<file path="src/rtl/pipe_sequencer.sv">
// pipe_sequencer: run/drain/halt/single-step controller for a four-stage
// pipeline (PC/IFetch, IF/ID, ID/EX, EX/WB). Moore outputs decoded from
// the state register. Optional retired-instruction counter is built only
// when the macro PIPE_SEQ_RETIRE_CNT_EN is defined; otherwise retired_cnt
// is tied to zero.
module pipe_sequencer #(
    parameter int DRAIN_CYCLES = 3,
    parameter int CNT_W        = 16
) (
    input  logic             clk,
    input  logic             rst,
    input  logic             start,
    input  logic             halt_req,
    input  logic             halt_detect,
    input  logic             step_req,
    input  logic             wb_valid,
    output logic             pc_en,
    output logic             if_id_en,
    output logic             flush_if_id,
    output logic             id_ex_en,
    output logic             ex_wb_en,
    output logic             busy,
    output logic             halted,
    output logic [2:0]       state,
    output logic [CNT_W-1:0] retired_cnt
);

    // A drain length below one cycle makes no sense; clamp it.
    localparam int DRAIN_EFF = (DRAIN_CYCLES < 1) ? 1 : DRAIN_CYCLES;
    localparam int DW        = (DRAIN_EFF < 2) ? 1 : $clog2(DRAIN_EFF + 1);

    typedef enum logic [2:0] {
        S_IDLE   = 3'd0,
        S_RUN    = 3'd1,
        S_DRAIN  = 3'd2,
        S_HALTED = 3'd3,
        S_STEP   = 3'd4
    } state_e;

    state_e          state_q, state_d;
    logic [DW-1:0]   drain_cnt_q, drain_cnt_d;

    // State and drain counter registers with synchronous active-low reset.
    always_ff @(posedge clk) begin
        // NOTE: clocked state uses non-blocking (<=) so every flop samples
        // pre-edge values; blocking here would create order-dependent races.
        if (!rst) begin
            state_q     <= S_IDLE;
            drain_cnt_q <= '0;
        end else begin
            state_q     <= state_d;
            drain_cnt_q <= drain_cnt_d;
        end
    end

    // Next-state logic; DRAIN ignores every request until the pipe is empty.
    always_comb begin
        // NOTE: defaults first so every path assigns every signal; a missing
        // branch would otherwise infer a latch.
        state_d     = state_q;
        drain_cnt_d = drain_cnt_q;
        case (state_q)
            S_IDLE: begin
                if (start) state_d = S_RUN;
            end
            S_RUN: begin
                if (halt_req || halt_detect) begin
                    state_d     = S_DRAIN;
                    drain_cnt_d = DW'(DRAIN_EFF);
                end
            end
            S_DRAIN: begin
                if (drain_cnt_q <= DW'(1)) begin
                    state_d     = S_HALTED;
                    drain_cnt_d = '0;
                end else begin
                    drain_cnt_d = drain_cnt_q - DW'(1);
                end
            end
            S_HALTED: begin
                if (start)         state_d = S_RUN;
                else if (step_req) state_d = S_STEP;
            end
            S_STEP: begin
                state_d = S_HALTED;
            end
            default: begin
                state_d     = S_IDLE;
                drain_cnt_d = '0;
            end
        endcase
    end

    // Moore output decode; pc_en and flush_if_id are never both high.
    always_comb begin
        pc_en       = 1'b0;
        if_id_en    = 1'b0;
        flush_if_id = 1'b0;
        id_ex_en    = 1'b0;
        ex_wb_en    = 1'b0;
        busy        = 1'b0;
        halted      = 1'b0;
        case (state_q)
            S_RUN, S_STEP: begin
                pc_en    = 1'b1;
                if_id_en = 1'b1;
                id_ex_en = 1'b1;
                ex_wb_en = 1'b1;
                busy     = 1'b1;
            end
            S_DRAIN: begin
                if_id_en    = 1'b1;
                flush_if_id = 1'b1;
                id_ex_en    = 1'b1;
                ex_wb_en    = 1'b1;
                busy        = 1'b1;
            end
            S_HALTED: begin
                halted = 1'b1;
            end
            default: begin
            end
        endcase
    end

    assign state = state_q;

`ifdef PIPE_SEQ_RETIRE_CNT_EN
    logic [CNT_W-1:0] retired_cnt_q, retired_cnt_d;

    // Saturating count of real instructions leaving EX/WB.
    always_comb begin
        retired_cnt_d = retired_cnt_q;
        if (ex_wb_en && wb_valid && (retired_cnt_q != {CNT_W{1'b1}}))
            retired_cnt_d = retired_cnt_q + CNT_W'(1);
    end

    // Retired counter register.
    always_ff @(posedge clk) begin
        if (!rst) retired_cnt_q <= '0;
        else      retired_cnt_q <= retired_cnt_d;
    end

    assign retired_cnt = retired_cnt_q;
`else
    // Counter compiled out: port kept, constant zero, wb_valid unused.
    logic unused_wb_valid;
    assign unused_wb_valid = wb_valid;
    assign retired_cnt     = '0;
`endif

endmodule
</file>
<file path="config.mk">
export PLATFORM = sky130hd
export DESIGN_NAME = pipe_sequencer
export DESIGN_NICKNAME = d
export VERILOG_FILES = /design/src/rtl/pipe_sequencer.sv
export SDC_FILE = /design/constraint.sdc
export NUM_CORES = 1
export LEC_CHECK = 0
export BUFFER_PORTS_ARGS = -buffer_cell sky130_fd_sc_hd__buf_2
export CAP_MARGIN = 10
export CORE_AREA = 2 2 39 41
export DETAILED_ROUTE_END_ITERATION = 10
export DIE_AREA = 0 0 41 43
export PLACE_DENSITY = 0.7
export SLEW_MARGIN = 20
export SYNTH_ARGS = -nofsm -noshare
export SYNTH_HDL_FRONTEND = slang
export SYNTH_SLANG_ARGS = --single-unit
export TNS_END_PERCENT = 50
</file>
<file path="constraint.sdc">
create_clock -name clk -period 1.5 [get_ports clk]
set_clock_uncertainty 0.05 [all_clocks]
set_input_delay 0.075 -clock clk [delete_from_list [all_inputs] [get_ports clk]]
set_output_delay 0.075 -clock clk [all_outputs]
set_load 0.005 [all_outputs]
</file>
== Yosys cells after proc, flatten, opt, wreduce, memory -nomap -nowiden ==
Cells that the tools add are included.
Operators by class
  reductions and logical operators: 7
  add/sub/neg operators: 1
  order comparisons: 1
  mux-type cells: 13
  equal/unequal tests: 8
  bitwise gates (word level): 1
Operator list (count)
  $mux 3: 5
  $pmux 3 s5: 1
  $eq 3x2->1 const B: 2
  $ne 2x2->1 const B: 3
  $pmux 2 s3: 1
  $reduce_or 3->1: 2
  $mux 1: 4
  $mux 2: 2
  $reduce_and 4->1: 1
  $eq 3x1->1 const B: 1
  $eq 3x3->1 const B: 1
  $logic_not 3->1: 1
  $ne 3x3->1 const B: 1
  $le 2x1->1 const B: 1
  $reduce_and 2->1: 1
  $reduce_or 2->1: 1
  $sub 2x1->2 const B: 1
  $logic_or 1x1->1: 1
  $not 1->1: 1
Storage, ports and cells
  output and inout port bits: 26
  bits of input ports: 7
  flip-flop bits (word level): 5
  logic and storage cells: 33

== Logic depth before layout (Yosys ltp) ==
  word-level depth: 4
  gate-level depth with buffers: 5
  gate-level depth less buffers: 3

== Worst setup path before layout ==
No wires, ideal clock.
  kind: register to output
  start: reg state_q[0] (netlist: state[0])
  end: out ex_wb_en
  arrival time: 1083 ps
  stages on the path, launching flop included: 5
  setup slack: 292 ps
  data required time: 1375 ps
  buffers on the path: 2
  cells stage by stage: dfxtp_1 -> buf_4 -> xnor2_1 -> o21ai_0 -> buf_4
On the way
  word-level cells in the longest chain between the ends: 3
  elaborated cells on any way between the ends: 5
  classes of those cells: 3 x eq/ne; 1 x mux; 1 x reduce/logical
RTL lines
  from (decl): line 40  | state_e state_q, state_d;
  from (signal assigned): line 51  | state_q <= state_d;
  $eq 3x2->1 (tied with other cells)
  $reduce_or 3->1 (no line) *
  $mux 1 *
  to (decl): line 21  | output logic ex_wb_en,
Every way passes the cells marked *; elsewhere a longest branch is shown, timed or not.

== Worst setup path in the final report ==
  start: reg state_q[1] (netlist: state[1])
  end: out id_ex_en
On the way
  word-level cells in the longest chain between the ends: 3
  elaborated cells on any way between the ends: 5
  classes of those cells: 3 x eq/ne; 1 x mux; 1 x reduce/logical
RTL lines
  $eq 3x2->1 (tied with other cells): line 103  | case (state_q)
  $reduce_or 3->1 (no line) *
  $mux 1 *: line 103
  to (decl): line 20  | output logic id_ex_en,
Marked as above.

==> impl_metrics.csv <==
group,metric,value,unit
cts,root_buffer,"clkbuf_4",
worst_setup_path,timing.rr.start,"state[2]",
yosys,synthCells,57,
routing,dr.first_iter.drc_count,6,
worst_setup_path,cp-startpoint,"state[1]",
cts,cts_tree,"yes",
global_route,grt.total_usage,0.09538,
power,power_density,1031,nW/µm²
cts,numCtsBuffers,3,
worst_setup_path,critPathKind,"reg2out",
global_route,grt_first_pass_wirelength,1062,µm
job,drv_cap,0,
sta,final_hold_viol_count,0,
global_route,antenna_found_initial,0,
worst_setup_path,crit_fanout,10,
sta,slew_viol_final,0,
worst_setup_path,worstPathArrival,1.22,ns
global_route,grt-ovfl-total,0,
sta,fmax,740.8,MHz
cts,insertion_delay,0.24,ns
yosys,seq_area_frac_synth,0.2128,
yosys,avgSynthCellArea,8.254,µm²
worst_setup_path,cp-start-kind,"flip-flop",
cts,path_clk_slew,0.04,ns
die,die_w,41,µm
routing,post_drt_wl_per_cell,9.081,µm
yosys,synth.distinct_cells,24,
sta,finalSetupViolations,0,
sta,fin_crit_sh,0.8999,
sta,tns,0,ns
cts,cts_hold_buf,0,
worst_setup_path,reg2reg_to,"state[0]",
worst_hold_path,hold_path_depth,3,
power,leakage,0.2498,nW
cells_and_area,synthToLayoutAreaGrowth,4.255,%
cts,cts_setup_buffers,0,
cts,htree_levels,1,
routing,wl,781,µm
die,die_h,43,µm
worst_setup_path,r2r_setup_slack,0.32,ns
yosys,syn_area,470.5,µm²
place,gp_congestion,0.6695,
worst_setup_path,r2r_cells,3,
global_route,first_global_vias,275,
routing,via_per_inst,4.186,
sta,fin_ws,0.1501,ns
global_route,grt_max_degree,11,
place,dp_worst_setup_slack,0.2992,ns
outcome,outcome,"complete, no violations",
die,start_util,0.3400,
cts,cts_sinks,5,
die,rows,14,
yosys,ys_warn_count,0,
place,dp_hpwl,634.4,µm
cells_and_area,mostFrequentLayoutCells,"conb_1, buf_2, a21oi_1, dfxtp_1",
routing,vias,360,
worst_setup_path,required,1.37,ns
routing,drt_first_pass_iters,4,
cells_and_area,fin_nets,78,
yosys,synth-seq-cells,5,
die,die-area,1763,µm²
sta,rsz0062_at_grt,"no",
worst_hold_path,hp-class,"in2reg",
routing,drc_errors,0,
power,total_power,0.0005056,W
cells_and_area,drive_above_1_share,0.3143,
power,vdd_ir_drop_max,0.2631,mV
place,port_buffers,15,
cts,clock_path_buffers,2,
cells_and_area,mostFrequentLayoutCell,"conb_1",
die,pin_count,33,
worst_setup_path,end_kind,"output port",
routing,drtAntennaViolNets,0,
worst_setup_path,endpoint,"id_ex_en",
cells_and_area,antenna_cells,0,
sta,layout_min_cycle_time,1.350,ns
die,core,1384,µm²
## per-layer routing
| layer | vias up | track usage | wire [µm] |
|---|---|---|---|
| met5 | - | 0 | 0 |
| met4 | 0 | 0.08000 | 0 |
| met3 | 0 | 0.04712 | 90 |
| met2 | 20 | 0.1281 | 372 |
| met1 | 155 | 0.1061 | 319 |
| li1 | 185 | - | - |
## final cells by class
class | instances | area, µm²
well taps | 16 | 20.02
multi-input cells | 46 | 267.8
flip-flops and latches | 5 | 101.3
repair buffers | 15 | 75.07
fillers | 158 | 893.4
clock buffers | 4 | 26.28
## through the flow
stage	utilization	cell area [µm²]	std cells	hold slack, ns
finish	0.3544	490.5	86	0.07790
global route	0.3544	490.5	86	0.07903
CTS	0.3517	486.7	86	0.07185
global placement	0.3327	460.4	82	0.3255
detailed placement	0.3327	460.4	82	0.3262
floorplan	-	526.8	72	0.1540
## sequential cells by signal, indices dropped and copies added (netlist names)
| name | flops |
|---|---|
| drain_cnt_q | 2 |
| state | 3 |
## worst max-delay path, stage by stage (launching register included)
cell	delay (ns)
dfxtp_1	0.40
nor2_2	0.19
nand2_1	0.09
o21ai_1	0.16
buf_2	0.16
## report_power, final
part	leakage, nW	switching [W]	internal (W)
Sequential	0.0413	0.0000278	0.000150
Combinational	0.194	0.0000808	0.0000918
Clock	0.0150	0.0000543	0.000101
Total	0.250	0.000163	0.000343
## cell families (layout without fill, tap and decap cells)
logic type	after synthesis	count (layout)	share of synthesized area
flip-flops	5	5	0.2128
buffers and inverters	21	19	0.3431
AO/OA/AOI/OAI	15	15	0.2314
other	1	16	0.007971
AND/OR/NAND/NOR	14	14	0.1862
XOR/XNOR	1	1	0.01862
## how the worst min path moves through the flow
stage,slack [ns],from,to
2_1_floorplan,0.15,rst,drain_cnt_q[0]
5_1_grt,0.08,rst,drain_cnt_q[0]
4_1_cts,0.07,rst,drain_cnt_q[0]
6_report,0.08,rst,drain_cnt_q[0]
3_3_place_gp,0.33,rst,drain_cnt_q[0]
3_5_place_dp,0.33,rst,drain_cnt_q[0]
## Yosys cell counts (all sizes together)
library cell | n | area, µm²
a2bb2oi | 1 | 8.760
nor2b | 3 | 26.27
o21a | 1 | 7.510
dfxtp | 5 | 100.1
buf | 21 | 161.4
nor2 | 4 | 15.01
nand2b | 3 | 18.77
a21boi | 1 | 7.510
a21oi | 5 | 25.02
a32o | 1 | 10.01
o22ai | 1 | 6.260
o21ai | 2 | 10.00
conb | 1 | 3.750
o31ai | 1 | 7.510
nand4bb | 1 | 11.26
and3 | 1 | 6.260
nand2 | 1 | 3.750
xnor2 | 1 | 8.760
and2 | 1 | 6.260
o21ba | 2 | 26.28
## what timing repair did
action	CTS	global route
setup endpoints to repair	0	4
hold endpoints to repair	0	0
resized for setup	0	3
(Power assumes the default switching activity.)
